===== config.mk =====
export PLATFORM = sky130hd
export DESIGN_NAME = auth_attempt_ctrl
export DESIGN_NICKNAME = d
export VERILOG_FILES = /design/src/rtl/citadel_auth_pkg.sv /design/src/rtl/auth_lock_timer.sv /design/src/rtl/auth_attempt_ctrl.sv
export SDC_FILE = /design/constraint.sdc
export NUM_CORES = 1
export LEC_CHECK = 0
export ABC_AREA = 1
export CAP_MARGIN = 20
export CORE_AREA = 3 3 75 77
export CTS_BUF_LIST = sky130_fd_sc_hd__clkbuf_8
export CTS_CLUSTER_SIZE = 16
export DETAILED_ROUTE_END_ITERATION = 8
export DIE_AREA = 0 0 78 80
export GPL_ROUTABILITY_DRIVEN = 0
export PLACE_DENSITY = 0.7
export SYNTH_ARGS = -nofsm -noshare
export SYNTH_HDL_FRONTEND = slang
export SYNTH_HIERARCHICAL = 1
export SYNTH_SLANG_ARGS = --single-unit

===== constraint.sdc =====
create_clock -name clk -period 1.6 [get_ports clk]
set_input_delay 0.16 -clock clk [delete_from_list [all_inputs] [get_ports clk]]
set_output_delay 0.16 -clock clk [all_outputs]
set_load 0.01 [all_outputs]

===== src/rtl/citadel_auth_pkg.sv =====
// Shared types and constants for the authentication attempt path.
package citadel_auth_pkg;

    localparam int KEY_W      = 8;
    localparam int FAIL_CNT_W = 4;

    localparam logic [KEY_W-1:0] SCRUB_KEY = 8'h00;

    typedef enum logic [1:0] {
        IDLE    = 2'd0,
        EVAL    = 2'd1,
        GRANTED = 2'd2,
        LOCKOUT = 2'd3
    } auth_state_t;

endpackage


===== src/rtl/auth_lock_timer.sv =====
// Lockout down-counter with exponential backoff; lock_lvl saturates at MAX_SHIFT.
module auth_lock_timer #(
    parameter int LOCK_CYCLES = 16,
    parameter int MAX_SHIFT   = 3,
    parameter int TIMER_W     = 16
) (
    input  logic clk,
    input  logic rst_n,
    input  logic load,
    input  logic clr_lvl,
    output logic expire
);

    localparam int LVL_W = (MAX_SHIFT < 1) ? 1 : $clog2(MAX_SHIFT + 1);
    localparam logic [TIMER_W-1:0] BASE    = TIMER_W'(LOCK_CYCLES);
    localparam logic [LVL_W-1:0]   LVL_MAX = LVL_W'(MAX_SHIFT);

    logic [TIMER_W-1:0] timer;
    logic [LVL_W-1:0]   lock_lvl;

    always_ff @(posedge clk) begin
        if (!rst_n) begin
            timer    <= '0;
            lock_lvl <= '0;
        end else begin
            // Length uses the level before this lockout bumps it.
            if (load) begin
                timer <= BASE << lock_lvl;
                if (lock_lvl != LVL_MAX) lock_lvl <= lock_lvl + LVL_W'(1);
            end else if (timer != '0) begin
                timer <= timer - TIMER_W'(1);
            end
            if (clr_lvl) lock_lvl <= '0;
        end
    end

    assign expire = (timer == TIMER_W'(1));

endmodule


===== src/rtl/auth_attempt_ctrl.sv =====
// Key-attempt sequencer: drives the comparator, issues grant/deny, enforces backoff lockout.
module auth_attempt_ctrl
    import citadel_auth_pkg::*;
#(
    parameter int MAX_FAILS   = 3,
    parameter int LOCK_CYCLES = 16,
    parameter int MAX_SHIFT   = 3,
    parameter int TIMER_W     = 16
) (
    input  logic                  clk,
    input  logic                  rst_n,
    input  logic                  attempt_valid,
    input  logic [KEY_W-1:0]      attempt_key,
    output logic                  attempt_ready,
    output logic [KEY_W-1:0]      cmp_key,
    input  logic                  cmp_match,
    input  logic                  session_clear,
    output logic                  granted,
    output logic                  deny_pulse,
    output logic                  locked,
    output logic [FAIL_CNT_W-1:0] fail_cnt,
    output auth_state_t           dbg_state
);

    // Handshake: an attempt transfers on a rising edge where attempt_valid and
    // attempt_ready are both 1; upstream holds attempt_key stable until then,
    // and ready never depends on valid.

    auth_state_t           state_q, state_d;
    logic [KEY_W-1:0]      cmp_key_d;
    logic                  deny_d;
    logic [FAIL_CNT_W-1:0] fail_d, fail_inc;
    logic                  load_lock, clr_lvl, lock_expire;

    assign attempt_ready = (state_q == IDLE) && rst_n;
    assign granted       = (state_q == GRANTED);
    assign locked        = (state_q == LOCKOUT);
    assign dbg_state     = state_q;
    assign fail_inc      = fail_cnt + FAIL_CNT_W'(1);

    always_comb begin
        state_d   = state_q;
        cmp_key_d = cmp_key;
        deny_d    = 1'b0;
        fail_d    = fail_cnt;
        load_lock = 1'b0;
        clr_lvl   = 1'b0;
        case (state_q)
            IDLE: begin
                if (attempt_valid && attempt_ready) begin
                    cmp_key_d = attempt_key;
                    state_d   = EVAL;
                end
            end
            EVAL: begin
                cmp_key_d = SCRUB_KEY;
                if (cmp_match) begin
                    state_d = GRANTED;
                    fail_d  = '0;
                    clr_lvl = 1'b1;
                end else begin
                    deny_d = 1'b1;
                    fail_d = fail_inc;
                    if (fail_inc == FAIL_CNT_W'(MAX_FAILS)) begin
                        state_d   = LOCKOUT;
                        load_lock = 1'b1;
                    end else begin
                        state_d = IDLE;
                    end
                end
            end
            GRANTED: begin
                if (session_clear) state_d = IDLE;
            end
            LOCKOUT: begin
                if (lock_expire) begin
                    state_d = IDLE;
                    fail_d  = '0;
                end
            end
            default: state_d = IDLE;
        endcase
    end

    always_ff @(posedge clk) begin
        if (!rst_n) begin
            state_q    <= IDLE;
            cmp_key    <= SCRUB_KEY;
            deny_pulse <= 1'b0;
            fail_cnt   <= '0;
        end else begin
            state_q    <= state_d;
            cmp_key    <= cmp_key_d;
            deny_pulse <= deny_d;
            fail_cnt   <= fail_d;
        end
    end

    auth_lock_timer #(
        .LOCK_CYCLES (LOCK_CYCLES),
        .MAX_SHIFT   (MAX_SHIFT),
        .TIMER_W     (TIMER_W)
    ) u_lock_timer (
        .clk     (clk),
        .rst_n   (rst_n),
        .load    (load_lock),
        .clr_lvl (clr_lvl),
        .expire  (lock_expire)
    );

endmodule


* After elaboration in Yosys (flattened, before gate mapping) *
Index checks and enable logic that the tools add are counted.
W data, S select, Z words.

storage, ports and cells
  register bits after elaboration = 33
  bits of input ports = 13
  output and inout port bits = 18
  logic and storage cells = 52

cells by class
  add/subtract/negate cells = 3
  equal/unequal tests = 9
  shifts and indexed selects = 1
  multiplexer cells = 19
  bitwise operators = 1
  reductions and logical operators = 13

operator list
  kind                     count
  $mux W16                 2
  $eq A16 B1 Y1 const B    1
  $pmux W8 S2              1
  $reduce_bool A16 Y1      1
  $shl A5 B2 Y16 const A   1
  $sub A16 B1 Y16 const B  1
  $mux W2                  5
  $mux W4                  2
  $mux W8                  1
  $pmux W2 S4              1
  $pmux W4 S2              1
  $reduce_and A2 Y1        4
  $mux W1                  6
  $reduce_bool A2 Y1       3
  $add A4 B1 Y4 const B    1
  $eq A2 B2 Y1 const B     2
  $eq A4 B2 Y1 const B     1
  $ne A2 B1 Y1 const B     2
  $ne A2 B2 Y1 const B     2
  $reduce_and A3 Y1        1
  $add A2 B1 Y2 const B    1
  $eq A2 B1 Y1 const B     1
  $logic_and A1 B1 Y1      2
  $logic_not A2 Y1         1
  2 further kinds          2

* Depth between registers and ports, before layout *
Gate-level depths: netlist of run 1.

  word-level depth = 6
  mapped depth = 12
  mapped depth without buffers = 12

* Modules after synthesis *
The synthesis of run 1 kept the hierarchy.

modules (own cells, without submodules)
  module             instances  cells each  area each (um2)  sequential area each (um2)
  auth_lock_timer    1          168         1084.8           360.3
  auth_attempt_ctrl  1          94          673.1            300.3

* Worst setup path before layout of run 1 *
No wires, ideal clock.

  kind = register to register
  from = reg fail_cnt[1]
  to = reg u_lock_timer.timer[5]
  setup time = 116 ps
  arrival = 1640 ps
  setup slack = -157 ps
  stages on the path, launching flop included = 13
  path buffers = 1
  clock period less this slack = 1757 ps
  cells stage by stage = dfxtp_1 ha_1 inv_1 nand2_1 nand2_1 nor2_1 nand3_1 inv_1 inv_1 buf_2 or2_2 nand3_1 nor2_1

on the way
  word-level cells in the longest chain between the ends = 6
  elaborated cells on any way between the ends = 7
  those cells by class = add/sub: 1; eq/ne: 1; mux: 4; reduce/logical: 1

RTL lines
  item                                                   line                     RTL
  start: declaration                                     auth_attempt_ctrl.sv:21  output logic [FAIL_CNT_W-1:0] fail_cnt,
  start signal: assignment                               auth_attempt_ctrl.sv:95  fail_cnt <= fail_d;
  $add A4 B1 Y4 (*)                                      auth_attempt_ctrl.sv:39  assign fail_inc = fail_cnt + FAIL_CNT_W'(1);
  $eq A4 B2 Y1 (*)                                       auth_attempt_ctrl.sv:64  if (fail_inc == FAIL_CNT_W'(MAX_FAILS)) begin
  $mux W1 (*)                                            auth_attempt_ctrl.sv:64
  $mux W1 (*)                                            auth_attempt_ctrl.sv:57  if (cmp_match) begin
  $mux W1 (*)                                            auth_attempt_ctrl.sv:48  case (state_q)
  named net load_lock                                    auth_attempt_ctrl.sv:33  logic load_lock, clr_lvl, lock_expire;
  $mux W16 / $reduce_bool A2 Y1 (equally long branches)  --
  end signal: assignment                                 auth_lock_timer.sv:28    timer <= BASE << lock_lvl;
  end signal: assignment                                 auth_lock_timer.sv:31    timer <= timer - TIMER_W'(1);
  end: declaration                                       auth_lock_timer.sv:18    logic [TIMER_W-1:0] timer;

Mark *: on every way through the listed nets, which the timed path passes. The rest lies on a longest branch.
A chain may end at the register's enable or synchronous reset.

* Worst setup path in the final report of run 1 *
  from = reg fail_cnt[0]
  to = reg u_lock_timer.timer[5]

The elaborated chain is that of the path after synthesis.

==> results of run 1 <==
-- area by class of cell --
class                           instances  area [µm²]  area share [%]
Multi-Input combinational cell        180         937            38.4
Sequential cell                        33         669            27.4
Timing Repair Buffer                   49         447            18.3
Inverter                               47         180            7.38
Tap cell                               70        87.6            3.59
Clock buffer                            6        82.6            3.38
Clock inverter                          2        37.5            1.54
-- layer usage --
metal  routed length, µm  part of all wire [%]  up-vias  GRT usage (%)
met5                   0                     0        -              0
met4                  53                   1.3        0           5.24
met3                 354                   8.8        6           7.00
met2                1760                    44       55           22.9
met1                1840                    46      791           15.5
li1                    -                     -      930              -
-- what timing repair did --
item | in CTS | in global routing
setup endpoints to repair | 6 | 16
hold endpoints to repair | 0 | 0
buffers inserted | 4 | 2
gates resized for setup | 3 | 13
pin swaps | 1 | 4
-- sequential cells by signal (all words and copies together), names as in the netlist --
register,cells
cmp_key,8
dbg_state,2
deny_pulse,1
fail_cnt,4
u_lock_timer/lock_lvl,2
u_lock_timer/timer,16
-- cell usage in the layout, fill, tap and decap left out, types with 2 or more instances in the layout --
master,count
nor2_4,4
clkbuf_8,6
nor2_2,6
o211ai_1,2
o21ai_0,15
nand2_1,44
o21ai_1,5
nand4_1,5
a21oi_1,18
clkdlybuf4s50_1,27
nor2_1,45
nand3_2,2
buf_4,18
inv_1,41
dfxtp_1,30
nand2_2,3
dfxtp_4,2
ha_1,7
dlygate4sd2_1,2
inv_2,4
nand3_1,17
-- worst register-to-register path, stage by stage (launching register included) --
cell and delay, ns:
dfxtp_4 0.38, ha_4 0.13, inv_1 0.04, nand2_1 0.06, nand2_2 0.08, nor2_4 0.10
nand3_2 0.09, inv_2 0.11, inv_4 0.06, or2_2 0.27, nand3_1 0.09, nor2_1 0.04
-- metrics by stage --
| step | worst slack, ns | area (µm²) | TNS, ns |
|---|---|---|---|
| CTS | 0.00115 | 2400 | 0 |
| global route | -0.0192 | 2440 | -0.0421 |
| finish | 0.0306 | 2440 | 0 |
| detailed placement | -0.0129 | 2250 | -0.0304 |
| floorplan | 0.00336 | 1790 | 0 |
| global placement | 0.0428 | 2250 | 0 |
-- kinds of logic (layout without fill, tap and decap cells) --
logic type,count (synthesis),after routing,synth area share [%]
AO/OA/AOI/OAI,41,41,12.1
flip-flops,33,33,37.6
XOR/XNOR,1,1,0.498
adder cells (fa/ha/maj),8,8,5.69
buffers and inverters,49,104,10.8
AND/OR/NAND/NOR,130,130,33.3
-- power groups by stage --
stage	logic, W	clock network, W	registers [W]
6_report	0.00196	0.000832	0.00119
4_1_cts	0.00196	0.000863	0.00119
3_3_place_gp	0.00194	0	0.00120
5_1_grt	0.00226	0.000892	0.00121
2_1_floorplan	0.00144	0	0.00119
3_5_place_dp	0.00195	0	0.00121
-- worst max-delay path by stage --
stage | from | endpoint | cells after the start
after floorplan | fail_cnt[0] | u_lock_timer/timer[5] | 12
after global placement | fail_cnt[0] | u_lock_timer/timer[5] | 11
after detailed placement | fail_cnt[0] | u_lock_timer/timer[5] | 11
after CTS | dbg_state[1] | locked | 4
after global routing | dbg_state[0] | u_lock_timer/timer[5] | 10
final | fail_cnt[0] | u_lock_timer/timer[5] | 11
==> run summary, run 1 <==
worst rel slew slack: 76.7%
Root Buffer: clkbuf_8
clock network power share: 20.9%
Crit-path slowest cell: dfxtp_4
syn_nets: 283
Worst R2R Start: fail_cnt[0]
Worst Path Required: 1.78 ns
final std cells w/o fill: 387
share of cells above drive strength 1: 17.0%
antenna violations before repair: 0
switching pwr: 0.00167 W
CTS buffer count: 5
Tot GR Track Use: 14.0%
Initial DRC Count: 77
CP arrival: 1.75 ns
Worst-Skew Late Latency: 0.29 ns
crit path buf inv count: 3
CTS H-Tree Depth: 2
Hold Crit Start: cmp_key[6]
Final min period: 1.57 ns
VDD IR max: 629 µV
Worst setup EP type: flip-flop
DIE HEIGHT: 80 µm
YS warnings: 6
Reg clk slew, reported paths: 0.08 ns
worst hold path class: reg2reg
Ports: 31
number of global-route vias before repair: 1,720
Reg-to-Reg End: u_lock_timer/timer[5]
DP Wirelength: 3030 µm
crit path max fanout: 6
Cell Count Post-Placement: 373
WHS: 0.448 ns
first-pass GRT wire length: 6980 µm
# setup viols final: 0
Post-synth ARST share: 0%
syn_area_per_cell: 6.71 µm²
vias per std cell: 4.60
first drt pass iteration count: 4
Slew Viols, Final: 0
top-count cell post-synth: nor2_1
clock buffer depth: 2
post-synthesis sequential area ratio: 37.6%
EDFF count, synth: 0
area of the core: 0.00507 mm²
Slew @ Worst Pin: 0.347 ns
vias: 1,782
Die X: 78 µm
Sw Ratio: 42.1%
top cell type's share of synthesized area: 37.6%
R2R depth: 11
outcome: finished clean
ys flop type: dfxtp_1
Top delay family on crit path: simple AND/OR/NAND/NOR gates
final period utilization: 98.1%
largest net degree at the start of global routing: 17
worst setup path category: reg2reg
Leak: 1.12 nW
synthesized cell area: 0.00176 mm²
CTS Sinks: 33
Initial Utilization: 34.6%
number of distinct library cells after synthesis: 25
Pint: 0.00230 W
drt wl/cell: 10.4 µm
final layout net count: 337
gr ovfl total: 0
# fillers: 541
final wirelength: 4010 µm
clock skew: 0.00909 ns
max-cap violation count: 0
fin util: 48.1%
CTS tree: built
area leader, netlist: dfxtp_1
Layout area overhead: 38.9%
Hold-fix buffers, CTS: 0
top cells by count, synth: nor2_1, inv_1, nand2_1
port bufs: 30
Worst Hold Depth: 2
cell row count: 26
Cells after Synth: 262
Power, Total: 0.00397 W
Routed Antenna Nets: 0
startpoint types: flip-flop
hold path endpoint: cmp_key[6]
Hold Vio Cnt, Final: 0
FF-to-FF setup slack: 0.03 ns
CP max stage delay: 0.38 ns
Diodes inserted: 0
largest cells by area after synthesis: dfxtp_1, nor2_1, inv_1
drt drc: 0
Reg power frac: 29.8%
critical path, cell by cell: ha_4, inv_1, nand2_1, nand2_2, nor2_4, nand3_2, inv_2, inv_4, or2_2, nand3_1, nor2_1
FF+latch count, synth: 33
Power Dens Cells: 1630 mW/mm²
Die Footprint: 0.00624 mm²
fmax: 0.637 GHz
Combinational Power Share: 49.2%
Power figures use the tool's default switching activity.
==> run 2: changes to the inputs <==
--- a/config.mk
+++ b/config.mk
@@ -8,11 +8,11 @@
 export ABC_AREA = 1
 export CAP_MARGIN = 20
-export CORE_AREA = 3 3 75 77
+export CORE_AREA = 2 2 63 65
 export CTS_BUF_LIST = sky130_fd_sc_hd__clkbuf_8
 export CTS_CLUSTER_SIZE = 16
 export DETAILED_ROUTE_END_ITERATION = 8
-export DIE_AREA = 0 0 78 80
+export DIE_AREA = 0 0 65 67
 export GPL_ROUTABILITY_DRIVEN = 0
-export PLACE_DENSITY = 0.7
+export PLACE_DENSITY = 0.89
 export SYNTH_ARGS = -nofsm -noshare
 export SYNTH_HDL_FRONTEND = slang
==> constraint.sdc (replaced) <==
create_clock -name clk -period 1.6 [get_ports clk]
set_input_delay 0.16 -clock clk [delete_from_list [all_inputs] [get_ports clk]]
set_output_delay 0.16 -clock clk [all_outputs]
set_load 0.02 [all_outputs]
==> run summary, run 2 (synthesis results as in run 1) <==
# fillers: 298
unrepaired setup endpoints after global routing: true
vias: 1,770
first drt pass iteration count: 4
antenna violations before repair: 0
Design Area, Final: 0.00236 mm²
port bufs: 30
Slew @ Worst Pin: 0.384 ns
VDD IR max: 892 µV
Tot GR Track Use: 19.7%
Multi-input gate area: 957 µm²
vias per std cell: 4.96
clock skew: 0.00390 ns
Leak: 1.08 nW
Power Dens Cells: 1650 mW/mm²
clock buffer depth: 2
Initial DRC Count: 94
worst hold path class: reg2reg
Worst R2R Start: fail_cnt[0]
gr ovfl total: 0
Die Footprint: 0.00436 mm²
drt drc: 0
worst setup path category: reg2reg
Reg clk slew, reported paths: 0.07 ns
max-cap violation count: 0
Layout area overhead: 34.2%
Die X: 65 µm
CTS buffer count: 5
largest net degree at the start of global routing: 17
# setup viols final: 0
outcome: finished clean
Root Buffer: clkbuf_8
final period utilization: 95.7%
Cell Count Post-Placement: 346
number of global-route vias before repair: 1,640
first-pass GRT wire length: 6520 µm
Power, Total: 0.00388 W
CTS H-Tree Depth: 2
Final min period: 1.53 ns
hold path endpoint: cmp_key[0]
CTS tree: built
fmax: 0.653 GHz
DP Worst Slack: -0.0784 ns
FF-to-FF setup slack: 0.07 ns
Reg with most FFs: u_lock_timer/timer
Routed Antenna Nets: 0
share of cells above drive strength 1: 16.5%
most frequent cells in the layout: nor2_1, nand2_1, inv_1, dfxtp_1, clkdlybuf4s50_1
DIE HEIGHT: 67 µm
cell row count: 22
startpoint types: flip-flop
CP arrival: 1.71 ns
Worst Path Required: 1.78 ns
R2R depth: 12
Post-DP Area: 0.00220 mm²
Worst setup EP type: flip-flop
drt wl/cell: 11.3 µm
Worst Slack Setup Final: 0.0687 ns
top flop regs: u_lock_timer/timer x16, cmp_key x8, fail_cnt x4
Worst-Skew Late Latency: 0.29 ns
final layout net count: 329
Slew Viols, Final: 0
Reg-to-Reg End: u_lock_timer/lock_lvl[1]
Hold Vio Cnt, Final: 0
DP Wirelength: 3010 µm
Ports: 31
Sequential Area: 674 µm²
Hold Crit Start: cmp_key[0]
Initial Utilization: 48.8%
worst rel slew slack: 74.2%
number of flip-flops in the largest register: 16
Worst Hold Depth: 2
final wirelength: 4030 µm
crit path max fanout: 9
final std cells w/o fill: 357
WHS: 0.443 ns
Diodes inserted: 0
CTS Sinks: 33
area of the core: 0.00361 mm²
## run 2: cell count changes in the layout (fill, tap and decap cells not counted), moves of 2 or more
cell     previous run  this run
nand3_1            17        15
dfxtp_1            30        28
buf_4              18        11
nand3_2             2         4
## run 2: cell type report
| class | instances | share of cell area, % |
|---|---|---|
| Clock inverter | 1 | 0.212 |
| Inverter | 47 | 7.75 |
| Timing Repair Buffer | 41 | 16.2 |
| Sequential cell | 33 | 28.6 |
| Tap cell | 48 | 2.55 |
| Clock buffer | 7 | 4.08 |
| Multi-Input combinational cell | 180 | 40.6 |
## run 2: how the worst max path moves through the flow
stage | start | to | slack, ns
3_5_place_dp | cmp_match | u_lock_timer/timer[0] | -0.08
2_1_floorplan | fail_cnt[1] | u_lock_timer/timer[5] | 0.05
6_report | fail_cnt[0] | u_lock_timer/lock_lvl[1] | 0.07
5_1_grt | fail_cnt[0] | u_lock_timer/timer[5] | -0.04
3_3_place_gp | cmp_match | u_lock_timer/timer[0] | 0.02
4_1_cts | dbg_state[1] | locked | 0.006
## run 2: what timing repair did
| item | CTS | global route |
|---|---|---|
| pin swaps | 1 | 1 |
| hold buffers | 0 | 0 |
| setup endpoints to repair | 8 | 13 |
| setup buffers | 3 | 0 |
| resized for setup | 6 | 13 |
## run 2: report_power, final
part	total, W	leakage [nW]	switching [W]	internal, W
registers	0.00121	0.273	0.000188	0.00102
clock network	0.000689	0.0542	0.000301	0.000389
logic	0.00198	0.752	0.00123	0.000754
## run 2: worst max-delay path, stage by stage, from the launching register on
cell and delay, ns:
dfxtp_4 0.38, ha_4 0.13, inv_1 0.04, nand2_1 0.07, nand2_2 0.07, nor2_2 0.12
nand3_2 0.12, inv_4 0.10, inv_4 0.06, nor2_2 0.09, inv_2 0.06, o21ai_1 0.13
a21oi_1 0.05
## run 2: metrics by stage
step / utilization [%] / setup TNS [ns]
2_1_floorplan: - / 0
4_1_cts: 64.5 / 0
3_5_place_dp: 61.0 / -0.216
6_report: 65.4 / 0
5_1_grt: 65.4 / -0.106
3_3_place_gp: 61.0 / 0
## run 2: per-layer routing
metal | track usage [%] | vias up | share of wire (%)
li1 | - | 918 | -
met1 | 20.7 | 786 | 41
met2 | 34.8 | 54 | 50
met3 | 6.25 | 12 | 6.4
met4 | 10.9 | 0 | 2.4
met5 | 0 | - | 0
==> run 3: changes to the inputs <==
- CORE_AREA: 2 2 63 65 -> 2 2 65 67
- DIE_AREA: 0 0 65 67 -> 0 0 67 69
- SYNTH_HIERARCHICAL: 1 -> unset
==> run summary, run 3 <==
cell row count: 23
Tot GR Track Use: 21.7%
crit path max fanout: 5
Root Buffer: clkbuf_8
port bufs: 30
Layout area overhead: 27.2%
top-count cell post-synth: nand2_1
antenna violations before repair: 0
YS warnings: 0
share of cells above drive strength 1: 14.5%
EDFF count, synth: 0
commonest non-fill, non-tap cell in the layout: nand2_1
number of global-route vias before repair: 1,938
DP Worst Slack: -0.0976 ns
Post-synth ARST share: 0%
CTS buffer count: 5
CTS Sinks: 33
Die X: 67 µm
startpoint types: flip-flop
post-synthesis sequential area ratio: 34.6%
area leader, netlist: dfxtp_1
top flop regs: u_lock_timer.timer x16, cmp_key x8, fail_cnt x4
drt drc: 0
Worst Slack Setup Final: 0.0655 ns
syn_area_per_cell: 6.62 µm²
final period utilization: 95.9%
top cell type's share of synthesized area: 34.6%
gr ovfl total: 0
CP arrival: 1.37 ns
Initial Utilization: 48.7%
FF-to-FF setup slack: 0.13 ns
# setup viols final: 0
# fillers: 372
final wirelength: 4450 µm
Die Footprint: 0.00462 mm²
first drt pass iteration count: 5
worst rel slew slack: 77.7%
Diodes inserted: 0
Worst Path Required: 1.44 ns
FF+latch count, synth: 33
top cells by count, synth: nand2_1, inv_1, nor2_1
Hold Vio Cnt, Final: 0
CTS tree: built
Worst-Skew Late Latency: 0.29 ns
ys flop type: dfxtp_1
fmax: 0.652 GHz
most frequent cells in the layout: nand2_1, inv_1, nor2_1, dfxtp_1, clkdlybuf4s50_1
Design Area, Final: 0.00243 mm²
CTS H-Tree Depth: 2
first-pass GRT wire length: 7810 µm
Post-DP Area: 0.00231 mm²
number of flip-flops in the largest register: 16
final layout net count: 352
largest net degree at the start of global routing: 14
Initial DRC Count: 87
worst hold path class: reg2reg
Multi-input gate area: 0.00105 mm²
clock skew: 0.00967 ns
Reg with most FFs: u_lock_timer.timer
wl on met1: 1970 µm
Slew @ Worst Pin: 0.334 ns
final std cells w/o fill: 382
vias per std cell: 5.00
syn_nets: 309
Power Dens Cells: 1610 mW/mm²
synthesized cell area: 0.00191 mm²
DR top layer: met4
Routed Antenna Nets: 0
DP Wirelength: 3470 µm
DIE HEIGHT: 69 µm
metal3 WL: 261 µm
Setup TNS: 0 ns
outcome: finished clean
Sequential Area: 667 µm²
metal2 WL: 2110 µm
Cell Count Post-Placement: 373
vias: 1,909
largest cells by area after synthesis: dfxtp_1, nand2_1, inv_1
max-cap violation count: 0
Slew Viols, Final: 0
clock buffer depth: 2
Reg clk slew, reported paths: 0.07 ns
worst setup path category: reg2out
Cells after Synth: 288
Leak: 1.15 nW
Final min period: 1.53 ns
drt wl/cell: 11.7 µm
area of the core: 0.00391 mm²
VDD IR max: 747 µV
Worst setup EP type: output pin
Ports: 31
number of distinct library cells after synthesis: 26
Hold-fix buffers, CTS: 0
==> run 3: cell count changes after synthesis, moves of 2 or more <==
| cell | previous run | this run |
|---|---|---|
| nor2_1 | 47 | 36 |
| nand4_1 | 5 | 8 |
| nand2_1 | 45 | 69 |
| xor2_1 | 0 | 2 |
| o211ai_1 | 2 | 0 |
| nand3_1 | 18 | 23 |
| nand2_2 | 2 | 6 |
| a21oi_1 | 18 | 20 |
| buf_6 | 0 | 2 |
| o21ai_0 | 18 | 11 |
| nand3_2 | 1 | 3 |
==> run 3: per-stage QoR <==
stage	util, %	hold slack, ns	power, W
2_1_floorplan	-	0.286	0.00274
3_3_place_gp	58.9	0.429	0.00316
3_5_place_dp	58.9	0.439	0.00324
4_1_cts	60.9	0.448	0.00386
5_1_grt	62.0	0.468	0.00427
6_report	62.0	0.446	0.00391
==> run 3: area by class of cell <==
type | instances | area share [%]
multi-input cells | 204 | 43.5
inverters | 46 | 7.12
repair buffers | 41 | 15.9
flip-flops and latches | 33 | 27.5
clock inverters | 3 | 0.567
well taps | 50 | 2.58
clock buffers | 5 | 2.84
==> run 3: per-layer routing <==
layer,up-vias,global-route usage (%)
met5,-,0
met4,0,11.3
met3,12,7.50
met2,43,35.3
met1,862,24.4
li1,992,-
==> run 3: power by group <==
group          leakage [nW]  switching (W)  internal, W
registers             0.272       0.000172      0.00101
clock network        0.0491       0.000314     0.000295
logic                 0.828        0.00132     0.000800
==> run 3: path summary, 6_finish.rpt <==
kind / start / endpoint / depth (start not counted)
hold / removal: cmp_key[3] / cmp_key[3] / 2
setup reg to reg: u_lock_timer.timer[11] / dbg_state[1] / 7
hold reg to reg: cmp_key[3] / cmp_key[3] / 2
setup / recovery: fail_cnt[1] / fail_cnt[1] / 2
==> run 3: what timing repair did <==
action                                  CTS  global route
setup buffers                             0             1
endpoints found under the setup margin    5            24
pin swaps                                 0             1
gates resized for setup                   5            13
==> run 3: logic make-up (layout without fill, tap and decap cells) <==
group / after synthesis / count (layout) / share of synthesized area (%)
buffers and inverters: 51 / 95 / 11.1
XOR/XNOR: 2 / 2 / 0.919
AO/OA/AOI/OAI: 36 / 36 / 9.91
adder cells (fa/ha/maj): 8 / 8 / 5.25
flip-flops: 33 / 33 / 34.6
AND/OR/NAND/NOR: 158 / 158 / 38.2
==> run 3: critical path: stages, from the launching register on <==
cell	delay [ns]
dfxtp_2	0.35
buf_4	0.13
clkdlybuf4s50_1	0.60
